<file path="src/rtl/sum_accum.sv">
// Accumulates BEATS adder results ({c_out,sum}) into an ACC_W-bit total and
// hands the total plus a sticky overflow flag downstream over valid/ready.
module sum_accum #(
  parameter int IN_W  = 5,
  parameter int ACC_W = 8,
  parameter int BEATS = 4
) (
  input  logic             clk,
  input  logic             rst,
  input  logic             in_valid,
  output logic             in_ready,
  input  logic [IN_W-1:0]  in_data,
  output logic             out_valid,
  input  logic             out_ready,
  output logic [ACC_W-1:0] out_acc,
  output logic             out_ovf
);

  localparam int SUM_W = ACC_W + 1;
  localparam int CNT_W = $clog2(BEATS) + 1;
  localparam logic [CNT_W-1:0] LAST_CNT = CNT_W'(BEATS - 1);

  localparam logic [0:0] ACCUM = 1'b0;
  localparam logic [0:0] DONE  = 1'b1;

  logic [0:0]       state;
  logic [ACC_W-1:0] acc;
  logic [CNT_W-1:0] cnt;
  logic             ovf;
  logic [SUM_W-1:0] sum;
  logic             accept;
  logic             consume;

  // One extra bit above the accumulator captures the carry-out used for ovf.
  function automatic logic [SUM_W-1:0] acc_add(input logic [ACC_W-1:0] a,
                                               input logic [IN_W-1:0]  d);
    return {1'b0, a} + SUM_W'(d);
  endfunction

  assign sum     = acc_add(acc, in_data);
  assign accept  = in_valid && (state == ACCUM);
  assign consume = out_ready && (state == DONE);

  assign in_ready  = (state == ACCUM);
  assign out_valid = (state == DONE);
  assign out_acc   = acc;
  assign out_ovf   = ovf;

  always_ff @(posedge clk) begin
    if (rst) begin
      state <= ACCUM;
      acc   <= '0;
      cnt   <= '0;
      ovf   <= 1'b0;
    end else if (accept) begin
      acc <= sum[ACC_W-1:0];
      cnt <= cnt + 1'b1;
      if (sum[ACC_W]) ovf <= 1'b1;
      if (cnt == LAST_CNT) state <= DONE;
    end else if (consume) begin
      state <= ACCUM;
      acc   <= '0;
      cnt   <= '0;
      ovf   <= 1'b0;
    end
  end

endmodule

</file>
<file path="config.mk">
export PLATFORM = sky130hd
export DESIGN_NAME = sum_accum
export DESIGN_NICKNAME = d
export VERILOG_FILES = /design/src/rtl/sum_accum.sv
export SDC_FILE = /design/constraint.sdc
export NUM_CORES = 1
export LEC_CHECK = 0
export BUFFER_PORTS_ARGS = -buffer_cell sky130_fd_sc_hd__buf_2
export CORE_UTILIZATION = 54
export DETAILED_ROUTE_END_ITERATION = 6
export GPL_TIMING_DRIVEN = 1
export PLACE_DENSITY = 0.91
export SYNTH_ARGS = -nofsm -noshare
export SYNTH_HDL_FRONTEND = slang
export SYNTH_SLANG_ARGS = --single-unit
</file>
<file path="constraint.sdc">
create_clock -name clk -period 4.57 [get_ports clk]
set_input_delay 0.457 -clock clk [delete_from_list [all_inputs] [get_ports clk]]
set_output_delay 0.457 -clock clk [all_outputs]
set_load 0.005 [all_outputs]
</file>
==> reports/metrics.yaml <==
finish:
  area_growth_pct: 14.2
  ff_latch_area_um2: 260
  stdcell_count: 122
  n_antenna_cell: 0
  final_nets: 125
  final_util_pct: 67.9
  fillers: 119
  multi_input_area_um2: 498
  drive_gt1_share_pct: 27.1
detailed_routing:
  via_per_inst: 6.34
  vias: 774
  wirelength_um: 1730
  remaining_drc_errors: 0
  wl_per_cell_um: 14.2
  drt_iter0_drc: 22
  ant_nets: 0
  dr.pass1.iters: 4
clocking:
  cts.clk_slew.worst_paths_ns: 0.08
  clockRootBuffer: "clkbuf_4"
  cts.htree.levels: 1
  cts_tree: "yes"
  clock_latency_ns: 0.28
  cts_resized: 0
  cts.path.max_buffers: 2
  ctsHoldBuffers: 0
  cts.sinks: 13
  postCtsSetupRepairBufs: 0
  numCtsBuffers: 3
flow_run:
  maxCapViolCount: 0
power_and_ir_drop:
  p_per_area_nw_per_um2: 297
  p_leak_nw: 0.418
  p_switching_mw: 0.0816
  ir_drop_uv: 168
  swShare_pct: 30.3
  p_int_mw: 0.188
  power_frac_comb_pct: 24.9
  p_seq_share_pct: 48.0
  p_clk_share_pct: 27.1
sta:
  tightestPinTransition_ns: 0.445
  maxSlewHeadroom_pct: 70.3
  tns_ns: 0
  finalSetupViolCount: 0
  period_share_pct: 40.6
  hold_viol_final: 0
  rsz0062_at_grt: "no"
  fin_skew_ns: 0.00143
  min_period_ns: 1.86
  slew_violations: 0
  fmax_mhz: 539
hold_path:
  hold_depth: 3
  worstHoldPathType: "in -> reg"
  hold_end: "cnt[1]"
  holdCritStartpoint: "out_ready"
die:
  die-area_um2: 1630
  ioPinCount: 20
  core-area_um2: 1330
  chipWidth_um: 40.3
  die_h_um: 40.3
  rows: 13
  initial_utilization_pct: 59.5
synth:
  avgSynthCellArea_um2: 9.12
  ys_seq_area_share_pct: 32.8
  yosys_warnings: 0
  syn-num-nets: 104
  synth_top_area_share_pct: 32.8
  postSynth.asyncResetShare_pct: 0
  syn_area_um2: 793
  synth_area_leaders: "dfxtp_1, ha_1, nor2_1"
  synth_edf_count: 0
  synth_seq_cells: 13
  netlist_instances: 87
  synthFlopType: "dfxtp_1"
  synthDominantAreaCellType: "dfxtp_1"
  ys_types: 30
worst_setup_path:
  crit_fanout: 4
  start_kind: "register"
  r2r_cells: 6
  worst-endpoint-arrival_ns: 2.07
  r2r-start: "out_acc[0]"
  path_class: "reg -> reg"
  cp.required_ns: 4.78
  r2r-end: "out_acc[6]"
  reg2reg_slack_ns: 2.71
  end_kind: "register"
global_route:
  grt_use_total_pct: 25.8
  grt_max_degree: 13
  grt_pass1_wl_um: 2660
  grt_overflow_total: 0
  antenna_found_initial: 0
  grt_pass1_vias: 627
place:
  dp.cells: 118
  port_buffers: 19
  finalWeightedCongestion: 0.765
  dp_hpwl_um: 1290
outcome:
  outcome: "finished, final reports clean"
==> flip-flops by register name (all words and copies together) (netlist names) <==
| signal | cells |
|---|---|
| out_valid | 1 |
| cnt | 3 |
| out_acc | 8 |
| out_ovf | 1 |
==> power groups by stage <==
stage	registers (mW)	logic [mW]	clock network, mW
floorplan	0.131	0.0493	0
global placement	0.131	0.0649	0
detailed placement	0.132	0.0668	0
CTS	0.129	0.0671	0.0746
global route	0.131	0.0762	0.0795
finish	0.129	0.0670	0.0729
==> layer usage <==
layer | wire length [um] | part of all wire [%] | track usage, %
met1 | 714 | 41 | 28.1
met4 | 99 | 5.7 | 17.5
met3 | 88 | 5.1 | 5.00
met2 | 826 | 48 | 44.4
met5 | 0 | 0 | 0
==> cell type report <==
| cell class | count | area share (%) |
|---|---|---|
| Tap cell | 15 | 2.07 |
| Multi-Input combinational cell | 69 | 55.0 |
| Timing Repair Buffer | 19 | 10.5 |
| Clock buffer | 4 | 2.90 |
| Inverter | 2 | 0.829 |
| Sequential cell | 13 | 28.7 |
==> cells by family after synthesis <==
group,after synthesis,synth area share (%)
compound gates,28,25.9
buf+inv,5,4.42
fa+ha+maj,8,13.6
flops,13,32.8
simple gates,28,17.4
xor+xnor,2,2.21
mux,3,3.79
==> worst max-delay path, cell delays in order (launching register included) <==
cell	delay (ns)
dfxtp_1	0.34
ha_1	0.23
fa_1	0.43
a211oi_1	0.26
nor2_1	0.11
o211ai_1	0.20
mux2i_1	0.21
==> synth_stat cells, types with 2 or more instances <==
cell,n
mux2i_1,3
nor2_1,12
a22oi_1,2
a211o_1,2
buf_6,2
o22ai_2,2
xor2_1,2
o21ai_0,3
a211oi_1,3
ha_1,7
inv_1,2
a32o_1,2
dfxtp_1,13
a21oi_1,8
o22a_1,2
nand2_1,8
==> placed cells by master (no fill, tap or decap), types with 2 or more instances in the layout <==
cell type,n
mux2i_1,3
o22a_1,2
a22oi_1,2
inv_1,2
ha_1,7
a32o_1,2
xor2_1,2
nand2_1,8
nor2_1,12
a21oi_1,8
o21ai_0,3
a211oi_1,3
dfxtp_1,13
clkbuf_4,3
a211o_1,2
buf_2,19
o22ai_2,2
==> worst max path at each step <==
stage / startpoint / cells after the start / endpoint
final: out_acc[0] / 6 / out_acc[6]
after detailed placement: in_data[0] / 7 / out_acc[6]
after floorplan: in_data[0] / 6 / out_acc[4]
after CTS: out_acc[0] / 6 / out_acc[6]
after global routing: out_acc[0] / 6 / out_acc[6]
after global placement: in_data[0] / 7 / out_acc[4]
==> metrics by stage <==
stage               hold slack (ns)  cell area [um2]  setup slack, ns  power, mW
global placement              0.437              880             2.55      0.196
CTS                           0.479              906             2.71      0.271
global route                  0.482              906             2.55      0.286
finish                        0.488              906             2.71      0.269
detailed placement            0.448              880             2.48      0.199
floorplan                     0.449              793             2.71      0.180
No activity file was read; power rests on OpenSTA's default activity.
